==> src/rtl/fc_pkg.sv <==
// Shared types and constants for the FC-layer input-vector RAM sequencer.
package fc_pkg;

   typedef enum logic [2:0] {
      ST_IDLE  = 3'd0,
      ST_LOAD  = 3'd1,
      ST_PRIME = 3'd2,
      ST_READ  = 3'd3,
      ST_DONE  = 3'd4
   } fc_state_e;

   // The RAM presents this many consecutive words per read address.
   localparam int WIN_WORDS = 16;
   localparam int WIN_SHIFT = $clog2(WIN_WORDS);

endpackage

==> src/rtl/fc_ram_seq_if.sv <==
// Input stream, RAM control and MAC-window handshake bundle.
// slave: the sequencer side; master: the surrounding datapath side.
interface fc_ram_seq_if
   import fc_pkg::*;
#(
   parameter int DWIDTH = 16,
   parameter int AWIDTH = 9,
   parameter int NWIDTH = 8
);

   // layer input stream
   logic                        in_valid;
   logic [DWIDTH-1:0]           in_data;
   logic                        in_ready;

   // RAM pins
   logic                        ram_wren;
   logic [AWIDTH-1:0]           ram_waddr;
   logic [DWIDTH-1:0]           ram_din;
   logic [AWIDTH-1:0]           ram_raddr;

   // window handshake towards the MAC array
   logic                        win_valid;
   logic                        win_ready;
   logic [AWIDTH-WIN_SHIFT-1:0] win_idx;
   logic [NWIDTH-1:0]           neuron_idx;
   logic                        win_last;

   modport slave (
      input  in_valid, in_data, win_ready,
      output in_ready, ram_wren, ram_waddr, ram_din, ram_raddr,
             win_valid, win_idx, neuron_idx, win_last
   );

   modport master (
      output in_valid, in_data, win_ready,
      input  in_ready, ram_wren, ram_waddr, ram_din, ram_raddr,
             win_valid, win_idx, neuron_idx, win_last
   );

endinterface

==> src/rtl/fc_ram_seq_win_cnt.sv <==
// Nested window/neuron counter: rd_ptr steps by one window per handshake,
// wraps at the end of the vector and then bumps the neuron index.
module fc_win_cnt
   import fc_pkg::*;
#(
   parameter int AWIDTH  = 9,
   parameter int NWIDTH  = 8,
   parameter int IN_LEN  = 256,
   parameter int OUT_LEN = 10
) (
   input  logic                        clk,
   input  logic                        rst_n,
   input  logic                        clear,      // restart at window 0, neuron 0
   input  logic                        advance,    // window handshake
   output logic [AWIDTH-1:0]           rd_ptr_nxt, // drives the RAM read address
   output logic [AWIDTH-WIN_SHIFT-1:0] win_idx,
   output logic [NWIDTH-1:0]           neuron_idx,
   output logic                        at_last_win,
   output logic                        at_last_neuron
);

   localparam logic [AWIDTH-1:0] LAST_PTR    = AWIDTH'(IN_LEN - WIN_WORDS);
   localparam logic [AWIDTH-1:0] STEP        = AWIDTH'(WIN_WORDS);
   localparam logic [NWIDTH-1:0] LAST_NEURON = NWIDTH'(OUT_LEN - 1);

   logic [AWIDTH-1:0] rd_ptr;
   logic [NWIDTH-1:0] neuron_nxt;

   assign at_last_win    = (rd_ptr == LAST_PTR);
   assign at_last_neuron = (neuron_idx == LAST_NEURON);
   assign win_idx        = rd_ptr[AWIDTH-1:WIN_SHIFT];

   // Next pointer/neuron; the final handshake wraps rd_ptr but holds the neuron.
   always_comb begin
      rd_ptr_nxt = rd_ptr;
      neuron_nxt = neuron_idx;
      if (clear) begin
         rd_ptr_nxt = '0;
         neuron_nxt = '0;
      end else if (advance) begin
         if (at_last_win) begin
            rd_ptr_nxt = '0;
            if (!at_last_neuron)
               neuron_nxt = neuron_idx + 1'b1;
         end else begin
            rd_ptr_nxt = rd_ptr + STEP;
         end
      end
   end

   // Counter registers.
   always_ff @(posedge clk or negedge rst_n) begin
      if (!rst_n) begin
         rd_ptr     <= '0;
         neuron_idx <= '0;
      end else begin
         rd_ptr     <= rd_ptr_nxt;
         neuron_idx <= neuron_nxt;
      end
   end

endmodule

==> src/rtl/fc_ram_seq.sv <==
// FC-layer input-vector RAM sequencer: loads IN_LEN words, then replays the
// vector OUT_LEN times as 16-word windows with valid/ready backpressure.
module fc_ram_seq
   import fc_pkg::*;
#(
   parameter int DWIDTH  = 16,
   parameter int AWIDTH  = 9,
   parameter int IN_LEN  = 256,
   parameter int OUT_LEN = 10,
   parameter int NWIDTH  = 8
) (
   input  logic         clk,
   input  logic         rst_n,
   input  logic         start,
   output logic         busy,
   output logic         done,
   fc_ram_seq_if.slave  bus
);

   localparam logic [AWIDTH-1:0] LAST_WADDR = AWIDTH'(IN_LEN - 1);

   fc_state_e         state, state_nxt;
   logic [AWIDTH-1:0] wr_ptr, wr_ptr_nxt;
   logic              accept;
   logic              win_hs;
   logic              at_last_win;
   logic              at_last_neuron;

   assign accept = (state == ST_LOAD) && bus.in_valid;
   assign win_hs = (state == ST_READ) && bus.win_ready;

   fc_win_cnt #(
      .AWIDTH  (AWIDTH),
      .NWIDTH  (NWIDTH),
      .IN_LEN  (IN_LEN),
      .OUT_LEN (OUT_LEN)
   ) u_win_cnt (
      .clk            (clk),
      .rst_n          (rst_n),
      .clear          (state == ST_PRIME),
      .advance        (win_hs),
      .rd_ptr_nxt     (bus.ram_raddr),
      .win_idx        (bus.win_idx),
      .neuron_idx     (bus.neuron_idx),
      .at_last_win    (at_last_win),
      .at_last_neuron (at_last_neuron)
   );

   // State and write-pointer registers.
   always_ff @(posedge clk or negedge rst_n) begin
      if (!rst_n) begin
         state  <= ST_IDLE;
         wr_ptr <= '0;
      end else begin
         state  <= state_nxt;
         wr_ptr <= wr_ptr_nxt;
      end
   end

   // Next-state and write-pointer logic.
   always_comb begin
      state_nxt  = state;
      wr_ptr_nxt = wr_ptr;
      unique case (state)
         ST_IDLE: begin
            if (start) begin
               state_nxt  = ST_LOAD;
               wr_ptr_nxt = '0;
            end
         end
         ST_LOAD: begin
            if (accept) begin
               wr_ptr_nxt = wr_ptr + 1'b1;
               if (wr_ptr == LAST_WADDR)
                  state_nxt = ST_PRIME;
            end
         end
         // One idle RAM cycle so it latches read address 0 after the last write.
         ST_PRIME: state_nxt = ST_READ;
         ST_READ: begin
            if (win_hs && at_last_win && at_last_neuron)
               state_nxt = ST_DONE;
         end
         ST_DONE: state_nxt = ST_IDLE;
         default: state_nxt = ST_IDLE;
      endcase
   end

   // Write path is a pass-through of the input stream while loading.
   assign bus.in_ready  = (state == ST_LOAD);
   assign bus.ram_wren  = accept;
   assign bus.ram_waddr = (state == ST_LOAD) ? wr_ptr : '0;
   assign bus.ram_din   = (state == ST_LOAD) ? bus.in_data : '0;

   assign bus.win_valid = (state == ST_READ);
   assign bus.win_last  = (state == ST_READ) && at_last_win;

   assign busy = (state != ST_IDLE);
   assign done = (state == ST_DONE);

endmodule

==> src/flat_wrapper.sv <==
// flat-port wrapper written by rule: the top's interface ports become plain ports
module fc_ram_seq_flat import fc_pkg::*;
#(
   parameter int DWIDTH  = 16,
   parameter int AWIDTH  = 9,
   parameter int IN_LEN  = 256,
   parameter int OUT_LEN = 10,
   parameter int NWIDTH  = 8
)
  (clk, rst_n, start, busy, done, bus_in_valid, bus_in_data, bus_win_ready, bus_in_ready, bus_ram_wren, bus_ram_waddr, bus_ram_din, bus_ram_raddr, bus_win_valid, bus_win_idx, bus_neuron_idx, bus_win_last);
  fc_ram_seq_if #(.DWIDTH(DWIDTH), .AWIDTH(AWIDTH), .NWIDTH(NWIDTH)) bus_i ();
  input  logic clk;
  input  logic rst_n;
  input  logic start;
  output logic busy;
  output logic done;
  input wire logic [$bits(bus_i.in_valid)-1:0] bus_in_valid;
  input wire logic [$bits(bus_i.in_data)-1:0] bus_in_data;
  input wire logic [$bits(bus_i.win_ready)-1:0] bus_win_ready;
  output wire logic [$bits(bus_i.in_ready)-1:0] bus_in_ready;
  output wire logic [$bits(bus_i.ram_wren)-1:0] bus_ram_wren;
  output wire logic [$bits(bus_i.ram_waddr)-1:0] bus_ram_waddr;
  output wire logic [$bits(bus_i.ram_din)-1:0] bus_ram_din;
  output wire logic [$bits(bus_i.ram_raddr)-1:0] bus_ram_raddr;
  output wire logic [$bits(bus_i.win_valid)-1:0] bus_win_valid;
  output wire logic [$bits(bus_i.win_idx)-1:0] bus_win_idx;
  output wire logic [$bits(bus_i.neuron_idx)-1:0] bus_neuron_idx;
  output wire logic [$bits(bus_i.win_last)-1:0] bus_win_last;
  assign bus_i.in_valid = bus_in_valid;
  assign bus_i.in_data = bus_in_data;
  assign bus_i.win_ready = bus_win_ready;
  assign bus_in_ready = bus_i.in_ready;
  assign bus_ram_wren = bus_i.ram_wren;
  assign bus_ram_waddr = bus_i.ram_waddr;
  assign bus_ram_din = bus_i.ram_din;
  assign bus_ram_raddr = bus_i.ram_raddr;
  assign bus_win_valid = bus_i.win_valid;
  assign bus_win_idx = bus_i.win_idx;
  assign bus_neuron_idx = bus_i.neuron_idx;
  assign bus_win_last = bus_i.win_last;
  fc_ram_seq #(.DWIDTH(DWIDTH), .AWIDTH(AWIDTH), .IN_LEN(IN_LEN), .OUT_LEN(OUT_LEN), .NWIDTH(NWIDTH)) u_core (.clk(clk), .rst_n(rst_n), .start(start), .busy(busy), .done(done), .bus(bus_i));
endmodule
==> config.mk <==
export PLATFORM = sky130hd
export DESIGN_NAME = fc_ram_seq_flat
export DESIGN_NICKNAME = d
export VERILOG_FILES = /design/src/rtl/fc_pkg.sv /design/src/rtl/fc_ram_seq_if.sv /design/src/rtl/fc_ram_seq_win_cnt.sv /design/src/rtl/fc_ram_seq.sv /design/src/flat_wrapper.sv
export SDC_FILE = /design/constraint.sdc
export NUM_CORES = 1
export LEC_CHECK = 0
export CAP_MARGIN = 20
export CELL_PAD_IN_SITES_DETAIL_PLACEMENT = 1
export CELL_PAD_IN_SITES_GLOBAL_PLACEMENT = 1
export CORE_MARGIN = 2
export CORE_UTILIZATION = 28
export CTS_CLUSTER_DIAMETER = 60
export DETAILED_ROUTE_END_ITERATION = 7
export PLACE_DENSITY_LB_ADDON = 0.05
export REMOVE_ABC_BUFFERS = 1
export SYNTH_ARGS = -nofsm -noshare
export SYNTH_HDL_FRONTEND = slang
export SYNTH_SLANG_ARGS = --single-unit
==> constraint.sdc <==
create_clock -name clk -period 1.76 [get_ports clk]
set_clock_uncertainty 0.15 [all_clocks]
set_input_delay 0.352 -clock clk [delete_from_list [all_inputs] [get_ports clk]]
set_output_delay 0.352 -clock clk [all_outputs]
set_load 0.02 [all_outputs]
==> results.sh, run 1 <==
export IMPL_async_reset_ff_share_pct=100
export IMPL_portBuffers=73
export IMPL_ir_drop_mv=0.396
export IMPL_nets=315
export IMPL_syn2layout_area_growth_pct=80.8
export IMPL_antenna_found_initial=0
export IMPL_clockRootBuffer="clkbuf_8"
export IMPL_synth_edff_count=0
export IMPL_antenna_left=0
export IMPL_setup_violations=45
export IMPL_route_detailed_drc=0
export IMPL_instances_no_fill=365
export IMPL_grt_pass1_vias=1679
export IMPL_routed_wl_um=5380
export IMPL_r2r_start="u_core.state[2]$_DFFE_PN0P_"
export IMPL_start_util_pct=29.1
export IMPL_hold_path_class="input port to asynchronous set/reset pin"
export IMPL_power_density_mw_per_mm2=668
export IMPL_fillers=674
export IMPL_synth_distinct_cells=40
export IMPL_antenna_cells=0
export IMPL_grt_pass1_wl_um=8110
export IMPL_cellLeakagePower_nw=1.42
export IMPL_die_area_mm2=0.00680
export IMPL_drt_initial_drc_count=24
export IMPL_hold_buffers=0
export IMPL_finalMaxSlewViolations=0
export IMPL_timing_final_crit_share_pct=123
export IMPL_cp_arrival_ns=1.67
export IMPL_critPathLaunchType="flop"
export IMPL_grt_overflow_total=0
export IMPL_power_total_mw=2.08
export IMPL_dp_hpwl_um=3780
export IMPL_netlist_area_leader_share_pct=42.1
export IMPL_postLayoutCoreUtil_pct=52.6
export IMPL_required_ns=1.26
export IMPL_min_period_ns=2.17
export IMPL_via_per_inst=4.75
export IMPL_pre_cts_slack_ns=-1.02
export IMPL_cts_buffers_inserted=5
export IMPL_maxCapViolCount=0
export IMPL_drive_gt1_share_pct=45.9
export IMPL_crit_fanout=5
export IMPL_synth_flop_cell="dfrtp_1"
export IMPL_htree_num_levels=2
export IMPL_grt_max_degree=30
export IMPL_grt_setup_unrepaired="yes"
export IMPL_crit_path_start="u_core.state[2]$_DFFE_PN0P_"
export IMPL_dp_cells=348
export IMPL_yosysWarnings=0
export IMPL_globalplace_congestion=0.741
export IMPL_syn_area_per_cell_um2=9.58
export IMPL_wire_per_inst_um=14.7
export IMPL_path_class="flop to output port"
export IMPL_tritoncts="yes"
export IMPL_yosys_top_cells_area="dfrtp_1 (42%), and2_1 (10%), ha_1 (3.6%)"
export IMPL_drt_first_pass_iters=4
export IMPL_die_height_um=82.5
export IMPL_finalHoldViolations=0
export IMPL_clock_latency_ns=0.28
export IMPL_synth_seq_area_share_pct=42.1
export IMPL_yosys_area_top_type="dfrtp_1"
export IMPL_fin_setup_tns_ns=-12.83
export IMPL_syn_inst=180
export IMPL_cp_end_kind="output port"
export IMPL_die_w_um=82.5
export IMPL_ioPinCount=74
export IMPL_tightestPinTransition_ns=0.483
export IMPL_num_vias=1732
export IMPL_num_rows=28
export IMPL_slew_headroom_pct=67.2
export IMPL_synth_cell_area_mm2=0.00172
export IMPL_max_freq_mhz=461
export IMPL_core_mm2=0.00592
export IMPL_ys_ff_latch=29
export IMPL_clk_transition_reported_paths_ns=0.07
export IMPL_status="finished, violations left"
export IMPL_finalWorstSetupSlack_ns=-0.408
export IMPL_violations="setup timing"
export IMPL_grt_usage_pct=15.8
export IMPL_ctsLongestPathBuffers=2
export IMPL_cts_sinks=29
-- sequential cells by signal (all words and copies together) (netlist names) --
signal and count:
u_core.state 3, u_core.u_win_cnt.neuron_idx 8, u_core.u_win_cnt.rd_ptr 9, u_core.wr_ptr 9
-- per-layer routing --
layer | GRT usage, % | wire length (µm) | up-vias | part of all wire (%)
met5 | 0 | 0 | - | 0
li1 | - | - | 833 | -
met3 | 5.33 | 385 | 6 | 7.2
met2 | 24.6 | 2490 | 49 | 46
met1 | 21.3 | 2450 | 844 | 46
met4 | 3.33 | 48 | 0 | 0.89
-- critical path, stage by stage, from the launching register on --
cell and delay [ns]:
dfrtp_1 0.40, and4b_2 0.35, buf_4 0.14, and3_4 0.26
nor3_2 0.07, buf_4 0.16
-- per-stage QoR --
stage	instance area, µm²	hold slack (ns)
4_1_cts	2920	0.335
6_report	3120	0.313
5_1_grt	3120	0.352
2_1_floorplan	1640	-0.0936
3_3_place_gp	2710	0.342
3_5_place_dp	2710	0.347
-- area by class of cell --
class                           count  area (µm²)  area share (%)
Clock buffer                        7        96.3            3.09
Clock inverter                      1        5.00           0.161
Inverter                            5        18.8           0.602
Multi-Input combinational cell    134        1110            35.6
Sequential cell                    29         726            23.3
Tap cell                           75        93.8            3.01
Timing Repair Buffer              114        1070            34.2
-- cell usage after synthesis, types with 3 or more instances --
library cell	count
dfrtp_1	29
and2_1	28
nor2_1	13
nor3_1	8
a21oi_1	7
nand2_1	7
buf_4	6
nand3_1	6
o21ai_0	6
xnor2_1	6
ha_1	5
inv_1	5
nand4_1	5
nor2b_1	5
or3_1	5
mux2i_1	3
nand2b_1	3
xor2_1	3
-- repair_timing --
item,4_1_cts,5_1_grt
hold endpoints to repair,0,0
setup endpoints to repair,61,53
cloned,1,0
pin swaps,13,18
gates resized for setup,249,60
setup buffers,3,6
-- where the power goes --
group          switching, mW  total (mW)  leakage, nW  internal, mW
logic                  0.328       0.680        0.987         0.352
clock network          0.258       0.611       0.0542         0.353
registers             0.0562       0.792        0.376         0.736
total                  0.642        2.08         1.42          1.44
-- placed cells by master (no fill, tap or decap), types with 6 or more instances in the layout --
cell	count
xnor2_1	6
dlygate4sd2_1	14
buf_6	39
clkdlybuf4s50_1	19
dfrtp_1	29
nand2_1	6
and2_1	25
clkbuf_8	7
nand3_1	6
buf_4	42
nor2_1	12
-- path summary, 6_finish.rpt --
kind                       cells after the start  slack, ns                                         end
max in group asynchronous                      2       0.86  u_core.u_win_cnt.neuron_idx[3]$_DFFE_PN0P_
max reg2reg                                    6      -0.06  u_core.u_win_cnt.neuron_idx[3]$_DFFE_PN0P_
min in group clk                               2       0.36                u_core.wr_ptr[8]$_DFFE_PN0P_
min                                            2       0.31                u_core.wr_ptr[2]$_DFFE_PN0P_
max                                            5      -0.41                            bus_ram_raddr[7]
min reg2reg                                    2       0.36                u_core.wr_ptr[8]$_DFFE_PN0P_
-- cells by family after synthesis --
kind of cell             synth area share, %
multiplexers                            3.19
flip-flops                              42.1
XOR/XNOR                                4.57
AND/OR/NAND/NOR                         35.7
AO/OA/AOI/OAI                           5.01
adder cells (fa/ha/maj)                 3.63
buffers and inverters                   5.81
Note: power is estimated with default switching activity, not from simulation.
==> inputs of run 2 (changes only) <==
--- a/config.mk
+++ b/config.mk
@@ -14,4 +14,5 @@
 export DETAILED_ROUTE_END_ITERATION = 7
 export PLACE_DENSITY_LB_ADDON = 0.05
+export RECOVER_POWER = 25
 export REMOVE_ABC_BUFFERS = 1
 export SYNTH_ARGS = -nofsm -noshare
--- a/constraint.sdc
+++ b/constraint.sdc
@@ -3,3 +3,3 @@
 set_input_delay 0.352 -clock clk [delete_from_list [all_inputs] [get_ports clk]]
 set_output_delay 0.352 -clock clk [all_outputs]
-set_load 0.02 [all_outputs]
+set_load 0.1 [all_outputs]
==> run 2 against run 1 <==
  * The run still ends with setup timing left
  * Via count rose by 1.7%
  * Critical path depth rose by 1
  * Sequential share of layout area fell by 4.1 points
  * Maximum frequency fell by 4.9%
  * Core utilization rose by 11 points
  * Global-route usage rose by 2.8 points
  * Final cell count rose by 2.2%
  * Critical path type unchanged
  * Largest power group is now combinational logic
==> results.sh, run 2 (same netlist as run 1, synthesis figures left out) <==
export IMPL_wire_per_inst_um=16.4
export IMPL_postLayoutCoreUtil_pct=63.8
export IMPL_timing_final_crit_share_pct=129
export IMPL_die_w_um=82.5
export IMPL_critPathLaunchType="flop"
export IMPL_drt_initial_drc_count=49
export IMPL_via_per_inst=4.72
export IMPL_placed_cell_area_mm2=0.00327
export IMPL_grt_usage_pct=18.6
export IMPL_maxCapViolCount=0
export IMPL_min_period_ns=2.28
export IMPL_clk_transition_reported_paths_ns=0.06
export IMPL_portBuffers=73
export IMPL_grt_setup_unrepaired="yes"
export IMPL_setup_violations=47
export IMPL_dp_hpwl_um=4030
export IMPL_power_density_mw_per_mm2=762
export IMPL_finalHoldViolations=0
export IMPL_final_common_cell="buf_12"
export IMPL_start_util_pct=29.1
export IMPL_cts_sinks=29
export IMPL_routed_wl_um=6120
export IMPL_grt_max_degree=30
export IMPL_violations="setup timing"
export IMPL_ioPinCount=74
export IMPL_clockRootBuffer="clkbuf_8"
export IMPL_finalMaxSlewViolations=0
export IMPL_crit_fanout=5
export IMPL_ir_drop_mv=0.780
export IMPL_whs_ns=0.386
export IMPL_drive_gt1_share_pct=57.7
export IMPL_globalplace_congestion=0.742
export IMPL_max_freq_mhz=439
export IMPL_cp_end_kind="output port"
export IMPL_grt_pass1_vias=1852
export IMPL_final_cell_mix="buf_12 (53), buf_4 (34), dfrtp_1 (29), and2_4 (27), clkdlybuf4s50_1 (18)"
export IMPL_syn2layout_area_growth_pct=119
export IMPL_slew_headroom_pct=50.6
export IMPL_num_rows=28
export IMPL_clock_latency_ns=0.28
export IMPL_tritoncts="yes"
export IMPL_core_mm2=0.00592
export IMPL_path_class="flop to output port"
export IMPL_grt_overflow_total=0
export IMPL_instances_no_fill=373
export IMPL_status="finished, violations left"
export IMPL_power_total_mw=2.88
export IMPL_die_height_um=82.5
export IMPL_ctsLongestPathBuffers=2
export IMPL_nets=323
export IMPL_drt_first_pass_iters=4
export IMPL_antenna_cells=0
export IMPL_htree_num_levels=2
export IMPL_cellLeakagePower_nw=1.67
export IMPL_required_ns=1.26
export IMPL_num_vias=1762
export IMPL_antenna_left=0
export IMPL_grt_pass1_wl_um=9650
export IMPL_antenna_found_initial=0
export IMPL_cts_buffers_inserted=5
export IMPL_die_area_mm2=0.00680
export IMPL_dp_cells=352
export IMPL_finalInstanceArea_mm2=0.00378
export IMPL_route_detailed_drc=0
export IMPL_reg_top3="u_core.u_win_cnt.rd_ptr (9), u_core.wr_ptr (9), u_core.u_win_cnt.neuron_idx (8)"
export IMPL_finalWorstSetupSlack_ns=-0.519
export IMPL_hold_path_class="flop to flop"
export IMPL_cp_arrival_ns=1.78
export IMPL_tightestPinTransition_ns=0.741
-- run 2: cell types whose count changed in the layout (fill, tap and decap cells not counted), moves of 3 or more --
cell | previous run | this run
clkbuf_1 | 0 | 3
buf_4 | 42 | 34
buf_6 | 39 | 10
dlygate4sd2_1 | 14 | 1
and2_4 | 3 | 27
buf_12 | 0 | 53
and2_1 | 25 | 1
-- run 2: area by class of cell --
cell class,count,area [µm²]
well taps,75,93.8
flip-flops and latches,29,726
fillers,555,2140
multi-input cells,135,1170
repair buffers,121,1690
clock buffers,8,80.1
inverters,5,18.8
-- run 2: layer usage --
layer  vias to the layer above  track usage (%)  routed length [µm]
met2                        48             29.8                2950
met5                         -                0                   0
met1                       863             25.4                2800
met4                         0             4.00                  14
li1                        849                -                   -
met3                         2             4.67                 358
-- run 2: metrics by stage --
step                TNS, ns  setup WS (ns)
global route         -21.87         -0.628
CTS                  -15.21         -0.512
detailed placement   -10.68         -0.691
finish               -17.62         -0.519
global placement      -9.92         -0.591
floorplan            -94.82          -2.50
-- run 2: where the power goes --
part / internal (mW) / switching, mW / leakage, nW
combinational: 0.606 / 0.913 / 1.25
sequential: 0.736 / 0.0907 / 0.376
clock: 0.281 / 0.251 / 0.0395
total: 1.62 / 1.25 / 1.67
-- run 2: final timing paths --
path,start,to,slack [ns],depth (start not counted)
setup / recovery,u_core.state[2]$_DFFE_PN0P_,bus_ram_raddr[7],-0.52,6
hold / removal,u_core.wr_ptr[8]$_DFFE_PN0P_,u_core.wr_ptr[8]$_DFFE_PN0P_,0.39,2
setup reg to reg,u_core.u_win_cnt.rd_ptr[5]$_DFF_PN0_,u_core.u_win_cnt.neuron_idx[3]$_DFFE_PN0P_,-0.09,7
hold reg to reg,u_core.wr_ptr[8]$_DFFE_PN0P_,u_core.wr_ptr[8]$_DFFE_PN0P_,0.39,2
max in group asynchronous,rst_n,u_core.state[2]$_DFFE_PN0P_,0.47,2
min in group asynchronous,rst_n,u_core.wr_ptr[7]$_DFFE_PN0P_,0.52,2
-- run 2: critical path, cell delays in order (launching register included) --
cell and delay, ns:
dfrtp_1 0.39, and4b_2 0.35, nand4_1 0.15, xor2_1 0.18
nor3_2 0.12, buf_4 0.15, buf_12 0.16
-- run 2: timing repair --
action / CTS / global route
buffers inserted: 8 / 5
pin swaps: 9 / 16
setup endpoints to repair: 47 / 55
hold buffers: 0 / 0
gates cloned: 3 / 1
gates resized for setup: 66 / 25
==> inputs of run 3 (changes only) <==
- GPL_ROUTABILITY_DRIVEN: default -> 1
==> results of run 3 <==
No change in the layout: final DEF, timing and power equal those of run 2.
